`config.mk`:
```
export PLATFORM = sky130hd
export DESIGN_NAME = tube_display_scheduler_flat
export DESIGN_NICKNAME = d
export VERILOG_FILES = /design/src/rtl/tube_sched_pkg.sv /design/src/rtl/tube_display_scheduler_if.sv /design/src/rtl/tube_display_scheduler_rr_next_present.sv /design/src/rtl/tube_display_scheduler.sv /design/src/flat_wrapper.sv
export SDC_FILE = /design/constraint.sdc
export NUM_CORES = 1
export LEC_CHECK = 0
export ABC_AREA = 0
export BUFFER_PORTS_ARGS = -buffer_cell sky130_fd_sc_hd__buf_2
export CAP_MARGIN = 10
export CORE_AREA = 2 2 130 132
export CTS_CLUSTER_DIAMETER = 30
export DETAILED_ROUTE_END_ITERATION = 7
export DIE_AREA = 0 0 132 134
export GPL_TIMING_DRIVEN = 0
export PLACE_DENSITY_LB_ADDON = 0.05
export SLEW_MARGIN = 20
export SYNTH_ARGS = -nofsm -noshare
export SYNTH_HDL_FRONTEND = slang
export SYNTH_SLANG_ARGS = --single-unit
```
`constraint.sdc`:
```
create_clock -name clk -period 2.7 [get_ports clk]
set_clock_uncertainty 0.2 [all_clocks]
set_input_delay 0.405 -clock clk [delete_from_list [all_inputs] [get_ports clk]]
set_output_delay 0.405 -clock clk [all_outputs]
set_load 0.02 [all_outputs]
```
`src/rtl/tube_sched_pkg.sv`:
```
// Shared types and constants for the tube display scheduler.
package tube_sched_pkg;

  typedef enum logic [1:0] {
    S_IDLE  = 2'd0,
    S_LOAD  = 2'd1,
    S_DWELL = 2'd2
  } state_t;

  localparam int DEFAULT_DWELL_CYCLES = 50000000;

endpackage

```
`src/rtl/tube_display_scheduler_if.sv`:
```
// Requester, pin control and display-driver signals of the tube display scheduler.
interface tube_display_scheduler_if #(
  parameter int NUM_SRC = 4,
  parameter int SRC_W   = 2
);
  logic [NUM_SRC-1:0]    src_valid;
  logic [16*NUM_SRC-1:0] src_value;
  logic [NUM_SRC-1:0]    src_ack;
  logic                  pin_en;
  logic [SRC_W-1:0]      pin_sel;
  logic [SRC_W-1:0]      cur_src;
  logic [15:0]           tube_value;
  logic                  tube_set;

  modport master (
    output src_valid, src_value, pin_en, pin_sel,
    input  src_ack, cur_src, tube_value, tube_set
  );

  modport slave (
    input  src_valid, src_value, pin_en, pin_sel,
    output src_ack, cur_src, tube_value, tube_set
  );
endinterface

```
`src/rtl/tube_display_scheduler_rr_next_present.sv`:
```
// Combinational round-robin picker: first present index strictly after cur,
// wrapping, falling back to cur itself when it is the only present source.
module rr_next_present #(
  parameter int NUM_SRC = 4,
  parameter int SRC_W   = 2
) (
  input  logic [NUM_SRC-1:0] present,
  input  logic [SRC_W-1:0]   cur,
  output logic [SRC_W-1:0]   next_idx,
  output logic               found
);
  logic [SRC_W-1:0] idx;

  // Scan offsets from farthest to nearest so the nearest hit is written last.
  always_comb begin
    next_idx = cur;
    idx      = '0;
    for (int k = NUM_SRC; k >= 1; k--) begin
      idx = cur + SRC_W'(k);
      if (present[idx]) next_idx = idx;
    end
  end

  assign found = |present;
endmodule

```
`src/rtl/tube_display_scheduler.sv`:
```
// Multiplexes per-source 16-bit shadows onto one seven-segment display,
// rotating round-robin every DWELL_CYCLES or pinning a selected source.
module tube_display_scheduler
  import tube_sched_pkg::*;
#(
  parameter int NUM_SRC      = 4,
  parameter int SRC_W        = 2,
  parameter int DWELL_CYCLES = DEFAULT_DWELL_CYCLES,
  parameter int CNT_W        = 26
) (
  input  logic                     clk,
  input  logic                     rst,
  tube_display_scheduler_if.slave  bus
);
  localparam logic [CNT_W-1:0] DWELL_LAST = CNT_W'(DWELL_CYCLES - 1);

  state_t             state_q, state_d;
  logic [SRC_W-1:0]   cur_src_q, cur_src_d;
  logic [15:0]        tube_value_q, tube_value_d;
  logic               tube_set_q, tube_set_d;
  logic [NUM_SRC-1:0] ack_q, ack_d;
  logic [NUM_SRC-1:0] fresh_q, fresh_d;
  logic [NUM_SRC-1:0] present_q, present_d;
  logic [NUM_SRC-1:0] cap;
  logic [15:0]        shadow_q [NUM_SRC];
  logic [15:0]        shadow_d [NUM_SRC];
  logic [CNT_W-1:0]   cnt_q, cnt_d;
  logic               pin_en_q, pin_en_d;
  logic [SRC_W-1:0]   rr_next, low_idx;
  logic               rr_found;

  genvar gi;
  generate
    for (gi = 0; gi < NUM_SRC; gi++) begin : g_cap
      // The ack cycle blocks recapture, giving at most one capture per two cycles.
      assign cap[gi]      = bus.src_valid[gi] & ~ack_q[gi];
      assign shadow_d[gi] = cap[gi] ? bus.src_value[16*gi +: 16] : shadow_q[gi];
    end
  endgenerate

  rr_next_present #(.NUM_SRC(NUM_SRC), .SRC_W(SRC_W)) u_rr (
    .present  (present_q),
    .cur      (cur_src_q),
    .next_idx (rr_next),
    .found    (rr_found)
  );

  always_comb begin
    low_idx = '0;
    for (int i = NUM_SRC - 1; i >= 0; i--) begin
      if (present_q[i]) low_idx = SRC_W'(i);
    end
  end

  always_ff @(posedge clk) begin
    if (rst) begin
      state_q      <= S_IDLE;
      cur_src_q    <= '0;
      tube_value_q <= '0;
      tube_set_q   <= 1'b0;
      ack_q        <= '0;
      fresh_q      <= '0;
      present_q    <= '0;
      cnt_q        <= '0;
      pin_en_q     <= 1'b0;
      for (int i = 0; i < NUM_SRC; i++) shadow_q[i] <= '0;
    end else begin
      state_q      <= state_d;
      cur_src_q    <= cur_src_d;
      tube_value_q <= tube_value_d;
      tube_set_q   <= tube_set_d;
      ack_q        <= ack_d;
      fresh_q      <= fresh_d;
      present_q    <= present_d;
      cnt_q        <= cnt_d;
      pin_en_q     <= pin_en_d;
      for (int i = 0; i < NUM_SRC; i++) shadow_q[i] <= shadow_d[i];
    end
  end

  always_comb begin
    state_d   = state_q;
    cur_src_d = cur_src_q;
    case (state_q)
      S_IDLE: begin
        if (bus.pin_en) begin
          cur_src_d = bus.pin_sel;
          state_d   = S_LOAD;
        end else if (|present_q) begin
          cur_src_d = low_idx;
          state_d   = S_LOAD;
        end
      end
      S_LOAD: state_d = S_DWELL;
      S_DWELL: begin
        if (bus.pin_en && (bus.pin_sel != cur_src_q || !pin_en_q)) begin
          cur_src_d = bus.pin_sel;
          state_d   = S_LOAD;
        end else if (fresh_q[cur_src_q]) begin
          state_d = S_LOAD;
        end else if (!bus.pin_en && cnt_q == DWELL_LAST) begin
          if (rr_found) begin
            cur_src_d = rr_next;
            state_d   = S_LOAD;
          end else begin
            state_d = S_IDLE;
          end
        end
      end
      default: state_d = S_IDLE;
    endcase
  end

  always_comb begin
    tube_value_d = tube_value_q;
    tube_set_d   = 1'b0;
    cnt_d        = cnt_q;
    fresh_d      = fresh_q;
    pin_en_d     = bus.pin_en;
    if (state_q == S_LOAD) begin
      tube_value_d         = shadow_q[cur_src_q];
      tube_set_d           = 1'b1;
      cnt_d                = '0;
      fresh_d[cur_src_q]   = 1'b0;
    end else if (state_q == S_DWELL) begin
      // Held at zero while pinned so rotation resumes a full dwell after unpin.
      cnt_d = bus.pin_en ? '0 : cnt_q + CNT_W'(1);
    end
    fresh_d   = fresh_d | cap;
    present_d = present_q | cap;
    ack_d     = cap;
  end

  assign bus.src_ack    = ack_q;
  assign bus.cur_src    = cur_src_q;
  assign bus.tube_value = tube_value_q;
  assign bus.tube_set   = tube_set_q;
endmodule

```
`src/flat_wrapper.sv`:
```
// flat-port wrapper written by rule: the top's interface ports become plain ports
module tube_display_scheduler_flat import tube_sched_pkg::*;
#(
  parameter int NUM_SRC      = 4,
  parameter int SRC_W        = 2,
  parameter int DWELL_CYCLES = DEFAULT_DWELL_CYCLES,
  parameter int CNT_W        = 26
)
  (clk, rst, bus_src_valid, bus_src_value, bus_pin_en, bus_pin_sel, bus_src_ack, bus_cur_src, bus_tube_value, bus_tube_set);
  tube_display_scheduler_if #(.NUM_SRC(NUM_SRC), .SRC_W(SRC_W)) bus_i ();
  input  logic clk;
  input  logic rst;
  input wire logic [$bits(bus_i.src_valid)-1:0] bus_src_valid;
  input wire logic [$bits(bus_i.src_value)-1:0] bus_src_value;
  input wire logic [$bits(bus_i.pin_en)-1:0] bus_pin_en;
  input wire logic [$bits(bus_i.pin_sel)-1:0] bus_pin_sel;
  output wire logic [$bits(bus_i.src_ack)-1:0] bus_src_ack;
  output wire logic [$bits(bus_i.cur_src)-1:0] bus_cur_src;
  output wire logic [$bits(bus_i.tube_value)-1:0] bus_tube_value;
  output wire logic [$bits(bus_i.tube_set)-1:0] bus_tube_set;
  assign bus_i.src_valid = bus_src_valid;
  assign bus_i.src_value = bus_src_value;
  assign bus_i.pin_en = bus_pin_en;
  assign bus_i.pin_sel = bus_pin_sel;
  assign bus_src_ack = bus_i.src_ack;
  assign bus_cur_src = bus_i.cur_src;
  assign bus_tube_value = bus_i.tube_value;
  assign bus_tube_set = bus_i.tube_set;
  tube_display_scheduler #(.NUM_SRC(NUM_SRC), .SRC_W(SRC_W), .DWELL_CYCLES(DWELL_CYCLES), .CNT_W(CNT_W)) u_core (.clk(clk), .rst(rst), .bus(bus_i));
endmodule
```
### After elaboration in Yosys (flattened, before gate mapping)

Memory sizes are Yosys's and may differ from the RTL's. A register that Yosys moved wholly into a read port is not among the register bits.
Cells that the tools add are included.
W data, S select, Z words.

* flip-flop bits (word level): 44
* memory bits (writable): 64
* bits of input ports: 73
* output and inout bits: 23
* logic and storage cells: 109
* memories kept: 1

Memory list
* u_core.shadow_q: depth 4, bits a word 16, read ports 1, clocked after Yosys merged registers in 1, write ports 4, RTL line tube_display_scheduler.sv:25 `logic [15:0] shadow_q [NUM_SRC];`

* $add $sub $neg: 4
* order comparisons: 5
* eq/ne operators: 14
* mux-type cells: 45
* bitwise operators: 16
* reductions and logical operators: 16

Operator list (number)
* $mux W16: 8
* $mux W2: 18
* $add A26 B1 Y26 const B: 1
* $eq A26 B26 Y1 const B: 1
* $mux W26: 1
* $lt A2 B3 Y1 const B: 4
* $mux W1: 10
* $reduce_and A2 Y1: 5
* $bmux W1 S2: 4
* $or A4 B4 Y4: 2
* $ne A3 B1 Y1 const B: 2
* $ne A3 B2 Y1 const B: 2
* $pmux W2 S3: 1
* $reduce_and A6 Y1: 1
* $ne A5 B4 Y1 const B: 1
* $add A2 B2 Y2 const B: 2
* $and A1 B1 Y1: 4
* $and A4 B4 Y4: 1
* $mux W4: 1
* $ne A1 B1 Y1 const B: 4
* $ne A4 B1 Y1 const B: 1
* $not A1 Y1: 4
* $not A4 Y4: 1
* $or A1 B1 Y1: 4
* other kinds (14): 17

### Longest topological paths before layout

Gate-level depths: netlist of the first run.

* depth in word-level cells: 11
* mapped depth: 8
* gate-level depth less buffers: 7

### Cells and area by module

A second synthesis of the first run with hierarchy kept.

* cells, all modules: 483
* area, all modules: 5401.4 µm²

Modules (own cells, without submodules)
* tube_display_scheduler: instances 1, cells an instance 469, area an instance 5328.9 µm², sequential area each 3123.0 µm²
* rr_next_present: instances 1, cells an instance 14, area an instance 72.6 µm², sequential area each 0.0 µm²

### Worst setup path before layout of the first run

OpenSTA, ideal clock, no wires.

* path type: register -> register
* start point: reg u_core.cur_src_q[1], in the netlist u_core.bus.cur_src[1]
* end point: reg u_core.cur_src_q[0], in the netlist u_core.bus.cur_src[0]
* arrival time: 2125 ps
* required time: 2379 ps
* setup slack: 254 ps
* cell stages (with the launch flop): 9
* path buffers: 1
* period minus slack after synthesis: 2446 ps
* path through: dfxtp_1 -> buf_2 -> inv_1 -> ha_1 -> nor2b_1 -> a2111oi_0 -> a2111oi_0 -> a21oi_1 -> mux2_2

* cells in the longest elaborated chain, start to end: 10
* elaborated cells between the ends (all ways): 26
* classes of those cells: add/sub (3); eq/ne (5); mux (15); reduce/logical (3)

RTL lines
* start, declared: RTL line tube_display_scheduler.sv:18 `logic [SRC_W-1:0] cur_src_q, cur_src_d;`
* start signal, assigned: RTL line tube_display_scheduler.sv:69 `cur_src_q <= cur_src_d;`
* $add A2 B2 Y2: RTL line tube_display_scheduler_rr_next_present.sv:19 `idx = cur + SRC_W'(k);`
* $bmux W1 S2: RTL line tube_display_scheduler_rr_next_present.sv:20 `if (present[idx]) next_idx = idx;`
* $mux W1 (not written as such): RTL line tube_display_scheduler_rr_next_present.sv:20
* $mux W2 (2 in series): RTL line tube_display_scheduler_rr_next_present.sv:20
* $mux W2: RTL line tube_display_scheduler.sv:102 `if (rr_found) begin`
* $mux W2: RTL line tube_display_scheduler.sv:101 `end else if (!bus.pin_en && cnt_q == DWELL_LAST) begin`
* $mux W2: RTL line tube_display_scheduler.sv:99 `end else if (fresh_q[cur_src_q]) begin`
* $mux W2: RTL line tube_display_scheduler.sv:96 `if (bus.pin_en && (bus.pin_sel != cur_src_q || !pin_en_q)) begin`
* $pmux W2 S2: RTL line tube_display_scheduler.sv:84 `case (state_q)`

Parallel ways exist; a longest one is shown, timed or not. The select of a mux whose other input is x is not followed.
A chain may end at the register's enable or synchronous reset.

### Worst setup path in the final report of the first run

Ends and elaborated chain as after synthesis.

==> impl_metrics.yaml, run 1 <==
critical_path:
  slowest_stage: "a2111oi_1"
  crit_fanout: 8
  reg2reg_depth: 8
  crit_path_end_kind: "flip-flop"
  critPathRequiredTime_ps: 2790
  arrival_ps: 2740
  cp-start-kind: "flip-flop"
  path_cells: "clkbuf_4, inv_1, ha_2, nor2b_1, a2111oi_1, a2111oi_0, a21oi_1, mux2_2"
  rrSetupSlack_ps: 50
  r2r_start: "u_core.bus.cur_src[1]"
  regToRegEndpoint: "u_core.bus.cur_src[0]"
  crit_type: "flip-flop to flip-flop"
  slowest_delay_ps: 460
logic_synthesis:
  synth_nets: 569
  ys_seq_elements: 124
  synthFlopType: "edfxtp_1"
  synthCells: 491
  syn_area_um2: 5570
  yosysUniqueCellTypes: 52
  synth_edf_count: 64
  synth.yosys.seq_area_share_pct: 56.1
  async_flop_share_pct: 0
  yosys_warnings: 0
  syn_avg_cell_area_um2: 11.3
place:
  dp_hpwl_um: 9920
  place_inst: 806
  place_congestion: 0.801
  io_buffers: 95
  pre_cts_slack_ps: -143
cts:
  numClockSinks: 124
  clockBufferDepth: 2
  cts.clk_slew.worst_paths_ps: 60
  cts_tree: "yes"
  h-tree-depth: 4
  clockRootBuffer: "clkbuf_16"
  numCtsBuffers: 17
  cts_hold_buf: 0
  clk_latency_ps: 420
  cts_setup_buffers: 0
timing:
  setup_violations: 0
  max_clock_freq_mhz: 377
  finalMaxSlewViolations: 0
  hold_viol_final: 0
  final.setup.worst_slack_ps: 49.4
  period_share_pct: 98.2
  rsz0062_at_grt: "true"
  period_minus_slack_ps: 2650
  worst_pin_slew_ps: 946
  hold_ws_ps: 57.5
  slew-limit-headroom_pct: 36.8
global_routing:
  antenna_found_initial: 0
  grt_max_degree: 17
  grt_pass1_vias: 4310
  grt_pass1_wl_um: 23200
  grt-ovfl-total: 0
  track_usage_pct: 17.3
routing:
  viasPerCell: 4.79
  first_pass_iters: 4
  wl_met1_um: 6260
  vias: 4012
  highest_layer: "met4"
  wl_per_cell_um: 17.1
  dr_wl_met2_um: 7290
  wirelength_um: 14400
  wl_met3_um: 604
  drt_drc_violations_left: 0
  first_iter_violations: 162
  antenna_left: 0
pwr:
  peakVddDrop_mv: 0.460
  powerDensity_nw_per_um2: 742
  leakagePower_nw: 2.69
final_layout:
  insertedDiodeCount: 0
  syn_to_final_growth_pct: 25.1
  finalNonFillerCells: 838
  drive_gt1_share_pct: 25.9
  num-fill-cells: 1622
  final_common_cell: "buf_2"
  fin_nets: 683
  mostFrequentLayoutCells: "buf_2 (97), and2_1 (66), edfxtp_1 (64), dfxtp_1 (60), nand2_1 (52)"
outcome:
  status: "completed"
flow_run:
  drv_cap: 0
floorplan:
  fp.dieH_um: 134
  fp-row-count: 47
  core-area_um2: 16300
  die_w_um: 132
  die_area_um2: 17700
  start_util_pct: 34.2
  num_io_pins: 96
min_path:
  hold_depth: 2
  hp-start: "bus_src_value[53]"
  worstHoldPathType: "input pin to flip-flop"
  min_to: "u_core.shadow_q[3][5]"
cells by family (layout without fill, tap and decap cells):
family          after synthesis  after routing  share of synthesized area (%)
compound gates               52             52                           6.27
xor+xnor                     26             26                           4.09
fa+ha+maj                     5              5                           1.12
buf+inv                      40            167                           2.99
flops                       124            124                           56.1
mux                          24             24                           8.18
simple gates                220            220                           21.3
timing repair:
item	4_1_cts	5_1_grt
gates cloned	0	0
endpoints found under the setup margin	9	19
resized for setup	1	6
state kept, by name, summed over array words and instances, names as in the netlist:
signal / count
u_core.shadow_q: 64
u_core.cnt_q: 26
u_core.present_q: 4
u_core.pin_en_q: 1
u_core.bus.tube_set: 1
u_core.fresh_q: 4
u_core.bus.src_ack: 4
u_core.bus.cur_src: 2
u_core.state_q: 2
u_core.bus.tube_value: 16
worst max-delay path: cells and delay by family, from the launching register on:
kind                       cells  cell delay [ps]
buffers and inverters          2              320
adders and majority gates      1              390
muxes                          1              350
DFF                            1              400
AOI/OAI and AO/OA              3              790
and+or+nand+nor                1               80
worst max-delay path by stage:
stage | slack [ps] | end | startpoint
6_report | 50 | u_core.bus.cur_src[0] | u_core.bus.cur_src[1]
3_5_place_dp | -140 | u_core.shadow_q[3][5] | rst
5_1_grt | 6 | u_core.bus.cur_src[0] | u_core.bus.cur_src[1]
4_1_cts | 10 | u_core.bus.cur_src[0] | u_core.bus.cur_src[1]
2_1_floorplan | 250 | u_core.bus.cur_src[0] | u_core.bus.cur_src[1]
3_3_place_gp | -120 | u_core.shadow_q[3][5] | rst
per-layer routing:
layer	global-route usage, %	up-vias
met5	0	-
met4	6.64	0
met3	4.12	14
met2	30.1	82
met1	20.8	1928
li1	-	1988
power by group:
| part | switching (mW) | internal (mW) | total [mW] | leakage [nW] |
|---|---|---|---|---|
| Combinational | 0.356 | 0.255 | 0.611 | 1.20 |
| Clock | 0.805 | 1.59 | 2.39 | 0.304 |
| Sequential | 0.0487 | 2.11 | 2.16 | 1.19 |
final cells by class:
cell class	count	area [µm²]	area share, %
inverters	10	37.5	0.539
multi-input cells	327	2280	32.8
clock inverters	4	75.1	1.08
plain buffers	30	134	1.92
well taps	220	275	3.95
repair buffers	95	475	6.83
clock buffers	28	558	8.01
flip-flops and latches	124	3120	44.9
per-stage QoR:
stage	TNS [ps]	area [µm²]	power (mW)	utilization (%)
floorplan	0	5570	2.59	-
global placement	-7350	6320	2.81	38.8
detailed placement	-7960	6320	2.82	38.8
CTS	0	6950	5.23	42.7
global route	0	6960	5.38	42.7
finish	0	6960	5.16	42.7
synth_stat cells, types with 4 or more instances:
cell type | count | area (µm²)
o31ai_1 | 4 | 30.0
clkbuf_1 | 20 | 75.1
nand3_1 | 10 | 50.1
a21oi_1 | 25 | 125
nor2_1 | 36 | 135
a31o_2 | 4 | 35.0
inv_1 | 10 | 37.5
nor4_1 | 13 | 81.3
edfxtp_1 | 64 | 1920
nand2b_1 | 5 | 31.3
and2_1 | 66 | 413
nand2_1 | 53 | 199
dfxtp_1 | 60 | 1200
nor3_1 | 5 | 25.0
ha_1 | 5 | 62.6
xnor2_1 | 18 | 158
xor2_1 | 8 | 70.1
mux2i_1 | 5 | 50.1
nand4_1 | 11 | 68.8
mux4_2 | 17 | 383
buf_1 | 4 | 15.0
(Power assumes the default switching activity.)
==> run 2: changes to the inputs <==
Settings changed: HOLD_SLACK_MARGIN from default to 0.08.
==> run 2 against run 1 <==
  * Combinational power increased by 11%
  * Critical path depth unchanged
  * Global-route usage rose by 0.44 points
  * Non-clock buffer count is 61 higher
  * Largest power group unchanged
==> impl_metrics.yaml, run 2 (same netlist as run 1, synthesis figures left out) <==
timing:
  final.setup.worst_slack_ps: 49.7
  hold_ws_ps: 99.2
  max_clock_freq_mhz: 377
  period_share_pct: 98.2
  setup_tns_ps: 0
  hold_viol_final: 0
  rsz0062_at_grt: "true"
  slew-limit-headroom_pct: 37.0
  setup_violations: 0
  finalMaxSlewViolations: 0
  period_minus_slack_ps: 2650
  worst_pin_slew_ps: 943
pwr:
  combPwrFrac_pct: 13.0
  p_int_mw: 4.01
  leakagePower_nw: 2.95
  switching_share_pct: 23.4
  seqPwrFrac_pct: 41.3
  peakVddDrop_mv: 0.460
  powerDensity_nw_per_um2: 691
  p_sw_mw: 1.22
  power_frac_clock_pct: 45.7
critical_path:
  arrival_ps: 2740
  crit_path_end_kind: "flip-flop"
  path_cells: "clkbuf_4, inv_1, ha_2, nor2b_1, a2111oi_1, a2111oi_0, a21oi_1, mux2_2"
  critPathRequiredTime_ps: 2790
  slowest_delay_ps: 460
  crit_fanout: 8
  crit_type: "flip-flop to flip-flop"
  cp-start-kind: "flip-flop"
  slowest_stage: "a2111oi_1"
place:
  dp_hpwl_um: 9920
  io_buffers: 95
  placed_area_um2: 6320
  pre_cts_slack_ps: -143
  place_inst: 806
  place_congestion: 0.801
final_layout:
  insertedDiodeCount: 0
  fin_nets: 744
  mostFrequentLayoutCells: "buf_2 (97), and2_1 (66), edfxtp_1 (64), dlygate4sd3_1 (61), dfxtp_1 (60)"
  regMostFlops: "u_core.shadow_q"
  final_common_cell: "buf_2"
  drive_gt1_share_pct: 23.6
  largest_reg_flops: 64
  syn_to_final_growth_pct: 36.0
  stdcell_area_um2: 7570
  finalNonFillerCells: 899
global_routing:
  antenna_found_initial: 0
  gr-usage-met2_pct: 31.0
  grt_use_met1_pct: 21.3
  met3_usage_pct: 3.89
  grt_max_degree: 17
  grt.busiest_layer: "met2"
  track_usage_pct: 17.7
  grt_pass1_wl_um: 23900
  grt_pass1_vias: 4518
  grt-ovfl-total: 0
cts:
  cts_tree: "yes"
  numCtsBuffers: 17
  h-tree-depth: 4
  cts.clk_slew.worst_paths_ps: 50
  clockBufferDepth: 2
  cts_setup_buffers: 0
  clk_latency_ps: 420
  numClockSinks: 124
  clockRootBuffer: "clkbuf_16"
floorplan:
  die_area_um2: 17700
  num_io_pins: 96
  fp.dieH_um: 134
  core-area_um2: 16300
  fp-row-count: 47
  start_util_pct: 34.2
  die_w_um: 132
routing:
  vias: 4241
  wl_per_cell_um: 16.4
  first_iter_violations: 165
  first_pass_iters: 4
  antenna_left: 0
  viasPerCell: 4.72
  wirelength_um: 14800
  drt_drc_violations_left: 0
outcome:
  status: "completed"
flow_run:
  drv_cap: 0
min_path:
  worstHoldPathType: "input pin to flip-flop"
-- run 2: cell types whose count changed in the layout (fill, tap and decap cells not counted) --
cell,change
dlygate4sd3_1,+61
-- run 2: final cells by class --
cell class,instances,area (µm²)
Fill cell,1578,8720
Sequential cell,124,3120
Multi-Input combinational cell,327,2280
Timing Repair Buffer,156,1090
Clock buffer,28,558
Tap cell,220,275
Buffer,30,134
Clock inverter,4,75.1
Inverter,10,37.5
-- run 2: power by group through the flow --
stage / Combinational, mW / Clock (mW) / Sequential [mW]
after floorplan: 0.372 / 0 / 2.22
after global placement: 0.615 / 0 / 2.20
after detailed placement: 0.618 / 0 / 2.20
after CTS: 0.687 / 2.45 / 2.16
after global routing: 0.748 / 2.53 / 2.17
final: 0.681 / 2.39 / 2.16
-- run 2: worst paths after layout --
path,start,endpoint,slack [ps],cells past startpoint
max,u_core.bus.cur_src[1],u_core.bus.cur_src[0],50,8
min,bus_src_value[23],u_core.shadow_q[1][7],100,2
max reg2reg,u_core.bus.cur_src[1],u_core.bus.cur_src[0],50,8
min reg2reg,u_core.bus.tube_value[11],u_core.bus.tube_value[11],250,2
-- run 2: stage by stage --
stage	total power, mW	utilization [%]
after floorplan	2.59	-
final	5.24	46.5
after detailed placement	2.82	38.8
after global placement	2.81	38.8
after CTS	5.30	46.4
after global routing	5.45	46.5
-- run 2: timing repair --
item                       4_1_cts  5_1_grt
hold buffers                    61        0
gates cloned                     0        0
gates resized for setup          1        6
pin swaps                        0        0
setup endpoints to repair        9       19
hold endpoints to repair        61        0
-- run 2: worst max-delay path, delay by kind of cell (launching register included) --
| family | cells | cell delay [ps] |
|---|---|---|
| AOI/OAI and AO/OA | 3 | 790 |
| adders and majority gates | 1 | 390 |
| buffers and inverters | 2 | 320 |
| DFF | 1 | 400 |
| muxes | 1 | 350 |
| and+or+nand+nor | 1 | 80 |
-- run 2: per-layer routing --
metal / wire length (µm) / vias up / share of wire [%]
met3: 673 / 11 / 4.6
met4: 170 / 0 / 1.2
met5: 0 / - / 0
met2: 7520 / 89 / 51
met1: 6390 / 2029 / 43
li1: - / 2112 / -
